## src/rtl/alu_serial_engine.sv

```systemverilog
// Bit-serial WIDTH-bit ALU engine: one slice bit per clock, LSB first, start/busy/done handshake.
// Optional signed-overflow output V is built when ALU_SERIAL_V_EN is defined.
module alu_serial_engine #(
    parameter int WIDTH = 8
) (
    input  logic             clk,
    input  logic             rst_n,
    input  logic             start,
    input  logic [3:0]       ALUs,
    input  logic [WIDTH-1:0] A,
    input  logic [WIDTH-1:0] B,
    output logic             busy,
    output logic             done,
    output logic [WIDTH-1:0] Result,
    output logic             C,
    output logic             Zero,
    output logic             err
`ifdef ALU_SERIAL_V_EN
    ,
    output logic             V
`endif
);

    localparam int IDX_W = (WIDTH > 2) ? $clog2(WIDTH) : 1;
    localparam logic [IDX_W-1:0] LAST_IDX = IDX_W'(WIDTH - 1);

    localparam logic [1:0] S_IDLE = 2'd0;
    localparam logic [1:0] S_RUN  = 2'd1;
    localparam logic [1:0] S_DONE = 2'd2;

    localparam logic [3:0] OP_AND = 4'd0;
    localparam logic [3:0] OP_OR  = 4'd1;
    localparam logic [3:0] OP_ADD = 4'd2;
    localparam logic [3:0] OP_SUB = 4'd6;
    localparam logic [3:0] OP_SLT = 4'd7;
    localparam logic [3:0] OP_NOR = 4'd12;

    logic [1:0]       state;
    logic [3:0]       op;
    logic [IDX_W-1:0] idx;
    logic             carry;
    logic [WIDTH-1:0] a_sr;
    logic [WIDTH-1:0] b_sr;
    logic [WIDTH-2:0] res_sr;

    logic             is_arith;
    logic             is_addsub;
    logic             op_legal;
    logic             b_eff;
    logic             sum_bit;
    logic             carry_nxt;
    logic             slice_bit;
    logic             ovf;
    logic [WIDTH-1:0] res_nxt;
    logic [WIDTH-1:0] fin_result;
    logic             fin_c;

    // 1-bit slice on the current LSBs, plus the word-level values used at DONE entry.
    // NOTE: every always_comb output gets a default first so no path can infer a latch.
    always_comb begin
        is_arith  = 1'b0;
        is_addsub = 1'b0;
        op_legal  = 1'b1;
        slice_bit = 1'b0;
        case (op)
            OP_AND: slice_bit = a_sr[0] & b_sr[0];
            OP_OR:  slice_bit = a_sr[0] | b_sr[0];
            OP_NOR: slice_bit = ~(a_sr[0] | b_sr[0]);
            OP_ADD, OP_SUB: begin
                is_arith  = 1'b1;
                is_addsub = 1'b1;
            end
            OP_SLT:  is_arith = 1'b1;
            default: op_legal = 1'b0;
        endcase

        b_eff     = b_sr[0] ^ ((op == OP_SUB) || (op == OP_SLT));
        sum_bit   = a_sr[0] ^ b_eff ^ carry;
        carry_nxt = (a_sr[0] & b_eff) | (a_sr[0] & carry) | (b_eff & carry);
        if (is_arith) begin
            slice_bit = sum_bit;
        end

        // On the last bit, carry-in vs carry-out of the MSB gives signed overflow.
        ovf     = carry ^ carry_nxt;
        res_nxt = {slice_bit, res_sr};

        fin_result = res_nxt;
        fin_c      = 1'b0;
        if (!op_legal) begin
            fin_result = '0;
        end else if (op == OP_SLT) begin
            fin_result = {{(WIDTH-1){1'b0}}, sum_bit ^ ovf};
        end else if (is_addsub) begin
            fin_c = carry_nxt;
        end
    end

    // Control FSM and architectural outputs.
    // NOTE: sequential state uses non-blocking assignments so every register samples pre-edge values.
    always_ff @(posedge clk) begin
        if (!rst_n) begin
            state  <= S_IDLE;
            op     <= OP_AND;
            idx    <= '0;
            carry  <= 1'b0;
            busy   <= 1'b0;
            done   <= 1'b0;
            Result <= '0;
            C      <= 1'b0;
            Zero   <= 1'b1;
            err    <= 1'b0;
        end else begin
            done <= 1'b0;
            case (state)
                S_IDLE: begin
                    if (start) begin
                        state <= S_RUN;
                        busy  <= 1'b1;
                        op    <= ALUs;
                        idx   <= '0;
                        carry <= (ALUs == OP_SUB) || (ALUs == OP_SLT);
                    end
                end
                S_RUN: begin
                    idx <= idx + IDX_W'(1);
                    if (is_arith) begin
                        carry <= carry_nxt;
                    end
                    if (idx == LAST_IDX) begin
                        state  <= S_DONE;
                        done   <= 1'b1;
                        Result <= fin_result;
                        C      <= fin_c;
                        Zero   <= (fin_result == '0);
                        err    <= ~op_legal;
                    end
                end
                S_DONE: begin
                    state <= S_IDLE;
                    busy  <= 1'b0;
                end
                default: begin
                    state <= S_IDLE;
                    busy  <= 1'b0;
                end
            endcase
        end
    end

    // Operand and partial-result shift registers.
    // NOTE: these are reloaded on every accept before being read, so they carry no reset.
    always_ff @(posedge clk) begin
        if (state == S_IDLE && start) begin
            a_sr   <= A;
            b_sr   <= B;
            res_sr <= '0;
        end else if (state == S_RUN) begin
            a_sr   <= a_sr >> 1;
            b_sr   <= b_sr >> 1;
            res_sr <= res_nxt[WIDTH-1:1];
        end
    end

`ifdef ALU_SERIAL_V_EN
    always_ff @(posedge clk) begin
        if (!rst_n) begin
            V <= 1'b0;
        end else if (state == S_RUN && idx == LAST_IDX) begin
            V <= is_addsub & ovf;
        end
    end
`endif

endmodule

```

## config.mk

```make
export PLATFORM = sky130hd
export DESIGN_NAME = alu_serial_engine
export DESIGN_NICKNAME = d
export VERILOG_FILES = /design/src/rtl/alu_serial_engine.sv
export SDC_FILE = /design/constraint.sdc
export NUM_CORES = 1
export LEC_CHECK = 0
export ABC_CLOCK_PERIOD_IN_PS = 2500
export CORE_ASPECT_RATIO = 1.25
export CORE_UTILIZATION = 60
export CTS_BUF_LIST = sky130_fd_sc_hd__clkbuf_4 sky130_fd_sc_hd__clkbuf_8
export DETAILED_ROUTE_END_ITERATION = 8
export DONT_BUFFER_PORTS = 1
export HOLD_SLACK_MARGIN = 0.12
export PLACE_DENSITY = 0.8
export SLEW_MARGIN = 25
export SYNTH_ARGS = -nofsm -noshare
export SYNTH_HDL_FRONTEND = slang
export SYNTH_SLANG_ARGS = --single-unit
```

## constraint.sdc

```tcl
create_clock -name clk -period 2.5 [get_ports clk]
set_input_delay 0.5 -clock clk [delete_from_list [all_inputs] [get_ports clk]]
set_output_delay 0.5 -clock clk [all_outputs]
set_load 0.01 [all_outputs]
```

==> results.toml, run 1 <==
[global_routing]
antenna_found_initial = 0
grt_usage_pct = 23.1
grt_pass1_vias = 1410
grt-ovfl-total = 0
grt_max_degree = 29
grt_pass1_wl_um = 5980

[cells_and_area]
fin_area_sq_um = 2200
mostFrequentLayoutCell = "nand2_1"
mostFrequentLayoutCells = "nand2_1, dfxtp_1, nand3_1, a21oi_1, edfxtp_1"
layout.nets = 257
diodes = 0
syn2layout_area_growth_pct = 6.22
drive_gt1_share_pct = 8.66

[drt]
postRouteAntennaNets = 0
dr.pass1.iters = 5
wl_per_cell_um = 13.7
vias = 1522
drcViolationCount = 0
vias_per_cell = 5.68
drtIter0Drc = 52
wl_um = 3680

[sta]
worstMarginPinSlew_ns = 0.522
hold_violations = 0
setup_tns_ns = 0
fin_crit_sh_pct = 87.5
maxSlewViolCount = 0
rsz0062_at_grt = "false"
fmax_mhz = 457
relSlewSlack_pct = 65.0
finClkSkew_ns = 0.00560
fin_crit_ns = 2.19
worst_hold_slack_ns = 0.289
setup_violations = 0

[clocking]
hold_buffers = 0
htree_levels = 2
cts_buffers = 5
cts_tree = "done"
cts_resized = 0
cts_root_buf = "clkbuf_8"
cts_buffer_depth = 2
post_cts_buffers = 0
cts.sinks = 46
worstSkewPairLatency_ns = 0.30
clk_pin_slew_worst_paths_ns = 0.08

[logic_synthesis]
synth_top_cell_by_area = "dfxtp_1"
yosys-top-cells-area = "dfxtp_1, edfxtp_1, nand2_1"
yosysSeqAreaShare_pct = 52.2
synthCells = 233
synth_area_per_cell_sq_um = 8.89
synth_area_sq_um = 2070
ys_types = 42
synth_warnings = 0
netlist.area_leader.share_pct = 29.0
synth.ff_latch_count = 46
syn-num-nets = 260

[power]
p_per_area_nw_per_um2 = 727
p_leak_nw = 0.910
irDropWorstVdd_v = 0.000511

[setup_path]
timing.rr.end = "Zero$_SDFFE_PN1P_"
r2r-start = "op[1]$_SDFFE_PN0P_"
worstRegToRegCells = 7
crit_arrival_ns = 2.37
r2r_setup_slack_ns = 0.31
endpoint_kind = "flip-flop"
worstPathRequired_ns = 2.69
start_kind = "flip-flop"
cp-endpoint = "Zero$_SDFFE_PN1P_"
worstPathMaxFanout = 12
crit_start = "op[1]$_SDFFE_PN0P_"
worstSetupPathType = "flip-flop to flip-flop"

[placement]
portBuffers = 0
dp.final_hpwl_um = 2610
gp_congestion = 0.807
dpl_cell_area_sq_um = 2090

[status]
status = "completed"

[die]
rows = 23
fp.dieH_um = 67.7
start_util_pct = 63.7
die_area_sq_um = 3690
fp.dieW_um = 54.5
core_area_sq_um = 3250
ios = 36

[run]
max_cap_viol_count = 0

[worst_hold_path]
hold_path.class = "primary input to flip-flop"
==> metrics by stage <==
stage | setup WS [ns] | total power [mW] | cells | utilization (%)
6_report | 0.312 | 1.60 | 268 | 67.6
5_1_grt | 0.177 | 1.66 | 268 | 67.6
4_1_cts | 0.336 | 1.61 | 268 | 67.6
3_5_place_dp | 0.344 | 1.06 | 260 | 64.1
3_3_place_gp | 0.406 | 1.06 | 260 | 64.1
2_1_floorplan | 0.480 | 1.02 | 233 | -
==> where the power goes <==
group	internal [mW]	switching [mW]
logic	0.0697	0.104
registers	0.835	0.0353
clock network	0.309	0.246
==> worst min path at each step <==
stage	start	end	slack, ns	cells after the start
2_1_floorplan	res_sr[3]$_SDFFE_PP0P_	res_sr[2]$_SDFFE_PP0P_	0.44	2
3_3_place_gp	idx[1]$_SDFFE_PN0P_	idx[1]$_SDFFE_PN0P_	0.46	2
3_5_place_dp	idx[2]$_SDFFE_PN0P_	idx[2]$_SDFFE_PN0P_	0.47	2
4_1_cts	rst_n	Zero$_SDFFE_PN1P_	0.29	1
5_1_grt	rst_n	Zero$_SDFFE_PN1P_	0.27	1
6_report	rst_n	Zero$_SDFFE_PN1P_	0.29	1
==> state kept, by name, summed over array words and instances, names as in the netlist <==
name and flops:
idx 3, b_sr 8, a_sr 8, carry 1, busy 1, op 4
res_sr 7, state 2, C 1, done 1, Zero 1, err 1
Result 8
==> area by class of cell <==
class | instances | area, sq um
Timing Repair Buffer | 5 | 37.5
Tap cell | 37 | 46.3
Fill cell | 287 | 1050
Inverter | 5 | 18.8
Clock buffer | 6 | 76.3
Multi-Input combinational cell | 167 | 902
Sequential cell | 46 | 1080
Clock inverter | 2 | 37.5
==> cells by family after synthesis <==
logic type      Yosys count  share of synthesized area, %
mux                       1                         0.544
xor+xnor                  2                         0.846
buf+inv                  20                          4.47
fa+ha+maj                 4                          3.14
compound gates           32                          10.2
simple gates            128                          28.6
flops                    46                          52.2
==> routing by layer <==
layer / track usage [%] / vias to the layer above / wire length (um)
li1: - / 780 / -
met3: 7.21 / 6 / 165
met4: 8.01 / 0 / 51
met5: 0 / - / 0
met1: 26.5 / 694 / 1650
met2: 39.6 / 42 / 1820
==> critical path, stage by stage, from the launching register on <==
cell and delay [ns]:
dfxtp_1 0.52, nand3b_1 0.17, xnor2_1 0.18, fa_1 0.52
nor4bb_1 0.31, nor3_1 0.12, a21oi_1 0.14, o211ai_1 0.11
==> synth_stat cells (all sizes together) <==
| cell type | number |
|---|---|
| a2111o | 1 |
| a211o | 1 |
| a211oi | 4 |
| a21oi | 17 |
| a31oi | 1 |
| and2 | 4 |
| and2b | 1 |
| and3 | 2 |
| and4b | 1 |
| and4bb | 1 |
| buf | 5 |
| clkbuf | 10 |
| clkinv | 1 |
| dfxtp | 30 |
| edfxtp | 16 |
| fa | 2 |
| ha | 2 |
| inv | 4 |
| mux2 | 1 |
| nand2 | 78 |
| nand2b | 3 |
| nand3 | 18 |
| nand3b | 2 |
| nand4b | 1 |
| nor2 | 5 |
| nor2b | 3 |
| nor3 | 5 |
| nor3b | 2 |
| nor4 | 1 |
| nor4bb | 1 |
| o211ai | 1 |
| o21ai | 2 |
| o21bai | 2 |
| o221ai | 1 |
| o41ai | 2 |
| xnor2 | 1 |
| xor2 | 1 |
Note: power is estimated with default switching activity, not from simulation.
==> run 2: changes to the inputs <==
RECOVER_POWER = 25   (was not set)
==> run 2 against run 1 <==
Flip-flop and latch count is the same; clock power about the same; maximum frequency shrank 0.18%; clock-buffer cell count unchanged; sequential power barely moved; global-route usage is the same; cell count unchanged; die area unchanged; wire length up 0.16%; cell area shrank 0.34%; non-clock buffer count did not move.
==> results.toml, run 2 (same netlist as run 1, synthesis figures left out) <==
[die]
rows = 23
fp.dieW_um = 54.5
core_area_sq_um = 3250
die_area_sq_um = 3690
ios = 36
start_util_pct = 63.7
fp.dieH_um = 67.7

[sta]
relSlewSlack_pct = 53.8
setup_tns_ns = 0
fin_crit_sh_pct = 87.7
hold_violations = 0
fin_crit_ns = 2.19
finClkSkew_ns = 0.00551
worstMarginPinSlew_ns = 0.694
setup_violations = 0
maxSlewViolCount = 0
rsz0062_at_grt = "false"
fmax_mhz = 456
worst_hold_slack_ns = 0.289

[setup_path]
endpoint_kind = "flip-flop"
critPathMaxStageDelay_ns = 0.52
worstSetupPathType = "flip-flop to flip-flop"
path_cells = "nand3b_1 -> xnor2_1 -> fa_1 -> nor4bb_1 -> nor3_1 -> a21oi_1 -> o211ai_1"
worstPathMaxFanout = 12
worst_path_max_delay_cell = "dfxtp_1"
worstPathRequired_ns = 2.69
crit_arrival_ns = 2.38
start_kind = "flip-flop"

[placement]
gp_congestion = 0.807
portBuffers = 0
dp.final_hpwl_um = 2610
placed_cells = 260

[global_routing]
grt_usage_pct = 23.1
grt-ovfl-total = 0
antenna_found_initial = 0
grt_pass1_wl_um = 5980
grt_max_degree = 29
grt_pass1_vias = 1410

[cells_and_area]
drive_gt1_share_pct = 7.79
mostFrequentLayoutCells = "nand2_1, dfxtp_1, nand3_1, a21oi_1, edfxtp_1"
diodes = 0
reg.largest.list = "Result x8, a_sr x8, b_sr x8"
layout.nets = 257
utilization_pct = 67.4
mostFrequentLayoutCell = "nand2_1"
seq_area_sq_um = 1080
syn2layout_area_growth_pct = 5.86
final_cells = 268
multi_input_area_sq_um = 902
n_fill_cell = 289

[worst_hold_path]
hold_path.class = "primary input to flip-flop"

[power]
p_clk_share_pct = 34.8
power_mw = 1.60
p_sw_share_pct = 24.1
p_per_area_nw_per_um2 = 728
power_frac_comb_pct = 10.7
irDropWorstVdd_v = 0.000511
p_leak_nw = 0.902
p_switching_mw = 0.385
seq_power_share_pct = 54.5
internal_power_mw = 1.21

[drt]
wl_per_cell_um = 13.8
vias = 1532
drcViolationCount = 0
postRouteAntennaNets = 0
dr.pass1.iters = 4
vias_per_cell = 5.72
wl_um = 3690
drtIter0Drc = 50

[clocking]
post_cts_buffers = 0
cts_tree = "done"
cts_buffers = 5
cts_root_buf = "clkbuf_8"
cts_resized = 0
clk_pin_slew_worst_paths_ns = 0.08
worstSkewPairLatency_ns = 0.30
htree_levels = 2
cts.sinks = 46
hold_buffers = 0
cts_buffer_depth = 2

[run]
max_cap_viol_count = 0

[status]
status = "completed"
## run 2: cell types whose count changed in the layout (fill, tap and decap cells not counted), sizes merged
cell and change:
clkbuf +2, buf -2
## run 2: final timing paths
kind / endpoint / cells after the start / startpoint / slack (ns)
worst max-delay path: Zero$_SDFFE_PN1P_ / 7 / op[1]$_SDFFE_PN0P_ / 0.31
worst min-delay path: Zero$_SDFFE_PN1P_ / 1 / rst_n / 0.29
worst max register to register: Zero$_SDFFE_PN1P_ / 7 / op[1]$_SDFFE_PN0P_ / 0.31
worst min register to register: idx[2]$_SDFFE_PN0P_ / 2 / idx[2]$_SDFFE_PN0P_ / 0.48
## run 2: final cells by class
| cell class | count | area share [%] |
|---|---|---|
| clock inverter | 2 | 1.71 |
| sequential | 46 | 49.3 |
| timing repair buffer | 5 | 1.37 |
| clock buffer | 6 | 3.48 |
| inverter | 5 | 0.856 |
| tap | 37 | 2.11 |
| multi-input combinational | 167 | 41.2 |
## run 2: through the flow
step / worst slack [ns] / cell area (sq um)
global placement: 0.406 / 2090
detailed placement: 0.344 / 2090
floorplan: 0.480 / 2070
global route: 0.177 / 2190
CTS: 0.336 / 2200
finish: 0.308 / 2190
## run 2: critical path, delay by kind of cell, from the launching register on
family	cells	cell delay, ns
AND/OR/NAND/NOR	3	0.61
flip-flops	1	0.52
adder cells (fa/ha/maj)	1	0.52
AO/OA/AOI/OAI	2	0.25
XOR/XNOR	1	0.18
## run 2: routing by layer
| metal | share of wire (%) | track usage (%) | up-vias | routed length [um] |
|---|---|---|---|---|
| met1 | 44 | 26.5 | 702 | 1640 |
| met3 | 4.5 | 7.21 | 6 | 164 |
| met5 | 0 | 0 | - | 0 |
| met4 | 1.4 | 8.01 | 0 | 51 |
| met2 | 50 | 39.6 | 43 | 1830 |
| li1 | - | - | 781 | - |
## run 2: power by group through the flow
stage | clock, mW | combinational [mW] | sequential, mW
final | 0.555 | 0.171 | 0.870
after global routing | 0.588 | 0.196 | 0.879
after CTS | 0.563 | 0.176 | 0.871
after detailed placement | 0 | 0.175 | 0.889
after global placement | 0 | 0.169 | 0.886
after floorplan | 0 | 0.146 | 0.873
==> run 3: changes to the inputs <==
CELL_PAD_IN_SITES_DETAIL_PLACEMENT = 1   (was not set)
CELL_PAD_IN_SITES_GLOBAL_PLACEMENT = 2   (was not set)
CORE_UTILIZATION = 39   (was 60)
PLACE_DENSITY = 0.84   (was 0.8)
==> run 3 against run 2 <==
Combinational power rose by 4%; critical path type unchanged; die area rose by 52%; register-to-register slack improved by 0.02 ns; setup slack improved by 0.016 ns; core utilization fell by 24 points; highest routed layer unchanged; global-route usage fell by 6.2 points; flip-flop and latch count did not move; clock power fell by 17%; non-clock buffer count rose by 1; critical endpoint unchanged; wire length rose by 16%.
==> results.toml, run 3 (same netlist as run 1, synthesis figures left out) <==
[die]
core_area_sq_um = 5080
fp.dieW_um = 67.2
rows = 29
ios = 36
start_util_pct = 40.8
die_area_sq_um = 5610
fp.dieH_um = 83.5

[cells_and_area]
utilization_pct = 43.5
reg.largest.list = "Result x8, a_sr x8, b_sr x8"
n_fill_cell = 620
drive_gt1_share_pct = 8.62
mostFrequentLayoutCell = "nand2_1"
layout.nets = 258
mostFrequentLayoutCells = "nand2_1, dfxtp_1, nand3_1, a21oi_1, edfxtp_1"
syn2layout_area_growth_pct = 6.71
diodes = 0

[power]
p_per_area_nw_per_um2 = 682
p_sw_share_pct = 27.0
p_switching_mw = 0.406
seq_power_share_pct = 57.6
internal_power_mw = 1.10
power_frac_comb_pct = 11.8
irDropWorstVdd_v = 0.000325
p_clk_share_pct = 30.6
p_leak_nw = 0.906

[sta]
maxSlewViolCount = 0
setup_violations = 0
hold_violations = 0
finClkSkew_ns = 0.00974
worstMarginPinSlew_ns = 1.15
setup_tns_ns = 0
relSlewSlack_pct = 23.2
fin_crit_ns = 2.18
fmax_mhz = 460
rsz0062_at_grt = "false"
fin_crit_sh_pct = 87.0

[setup_path]
worstPathRequired_ns = 2.70
worstPathMaxFanout = 10
worst_path_max_delay_cell = "dfxtp_1"
endpoint_kind = "flip-flop"
crit_arrival_ns = 2.37
worstSetupPathType = "flip-flop to flip-flop"
start_kind = "flip-flop"
critPathMaxStageDelay_ns = 0.51
path_cells = "nand3b_1 -> xnor2_1 -> fa_1 -> nor4bb_1 -> nor3_1 -> a21oi_1 -> o211ai_1"

[placement]
gp_congestion = 0.789
dp.final_hpwl_um = 3050
portBuffers = 0

[drt]
wl_um = 4260
dr.pass1.iters = 3
postRouteAntennaNets = 0
drtIter0Drc = 86
vias_per_cell = 5.21
vias = 1533
wl_per_cell_um = 14.5
drcViolationCount = 0

[status]
status = "completed"

[global_routing]
grt-ovfl-total = 0
grt_pass1_wl_um = 7120
antenna_found_initial = 0
grt_usage_pct = 16.9
grt_max_degree = 29
grt_pass1_vias = 1512

[clocking]
cts_buffers = 5
htree_levels = 2
cts_tree = "done"
hold_buffers = 0
clk_pin_slew_worst_paths_ns = 0.09
post_cts_buffers = 0
cts.sinks = 46
worstSkewPairLatency_ns = 0.31
cts_resized = 0
cts_buffer_depth = 2
cts_root_buf = "clkbuf_8"

[worst_hold_path]
hold_path.class = "primary input to flip-flop"

[run]
max_cap_viol_count = 0
run 3: cell count changes in the layout (fill, tap and decap cells not counted), sizes merged:
cell,change
clkinv,+2
buf,+2
bufinv,-1
clkinvlp,-1
clkbuf,-2
inv,+1
run 3: worst paths after layout:
path | startpoint | end | slack, ns | depth (start not counted)
setup / recovery | op[2]$_SDFFE_PN0P_ | Zero$_SDFFE_PN1P_ | 0.32 | 7
hold reg to reg | idx[1]$_SDFFE_PN0P_ | idx[1]$_SDFFE_PN0P_ | 0.48 | 2
setup reg to reg | op[2]$_SDFFE_PN0P_ | Zero$_SDFFE_PN1P_ | 0.32 | 7
hold / removal | rst_n | Zero$_SDFFE_PN1P_ | 0.28 | 1
run 3: layout make-up:
class                           instances  area (sq um)  share of cell area [%]
Clock inverter                          3          20.0                   0.906
Clock buffer                            5          68.8                    3.11
Timing Repair Buffer                    6          41.3                    1.87
Sequential cell                        46          1080                    48.9
Tap cell                               62          77.6                    3.51
Inverter                                5          18.8                   0.849
Multi-Input combinational cell        167           902                    40.8
run 3: metrics by stage:
| stage | instance area [sq um] | instances | worst slack, ns | hold WS (ns) | total power, mW |
|---|---|---|---|---|---|
| floorplan | 2070 | 233 | 0.480 | 0.444 | 1.02 |
| CTS | 2210 | 294 | 0.330 | 0.270 | 1.53 |
| global route | 2210 | 294 | 0.156 | 0.278 | 1.59 |
| global placement | 2120 | 286 | 0.413 | 0.458 | 1.06 |
| detailed placement | 2120 | 286 | 0.319 | 0.466 | 1.07 |
| finish | 2210 | 294 | 0.325 | 0.283 | 1.51 |
run 3: critical path: cells and delay by family, from the launching register on:
| family | cells | cell delay, ns |
|---|---|---|
| adder cells (fa/ha/maj) | 1 | 0.50 |
| XOR/XNOR | 1 | 0.19 |
| AO/OA/AOI/OAI | 2 | 0.27 |
| flip-flops | 1 | 0.51 |
| AND/OR/NAND/NOR | 3 | 0.60 |
run 3: power groups by stage:
stage	combinational (mW)	sequential (mW)	clock, mW
5_1_grt	0.201	0.877	0.511
6_report	0.178	0.868	0.461
3_5_place_dp	0.182	0.886	0
3_3_place_gp	0.180	0.884	0
2_1_floorplan	0.146	0.873	0
4_1_cts	0.183	0.869	0.481
run 3: metal layers:
layer | vias to the layer above | track usage (%) | part of all wire, %
li1 | 782 | - | -
met3 | 7 | 4.37 | 3.7
met4 | 0 | 6.38 | 1.6
met1 | 716 | 21.2 | 46
met5 | - | 0 | 0
met2 | 28 | 27.4 | 49
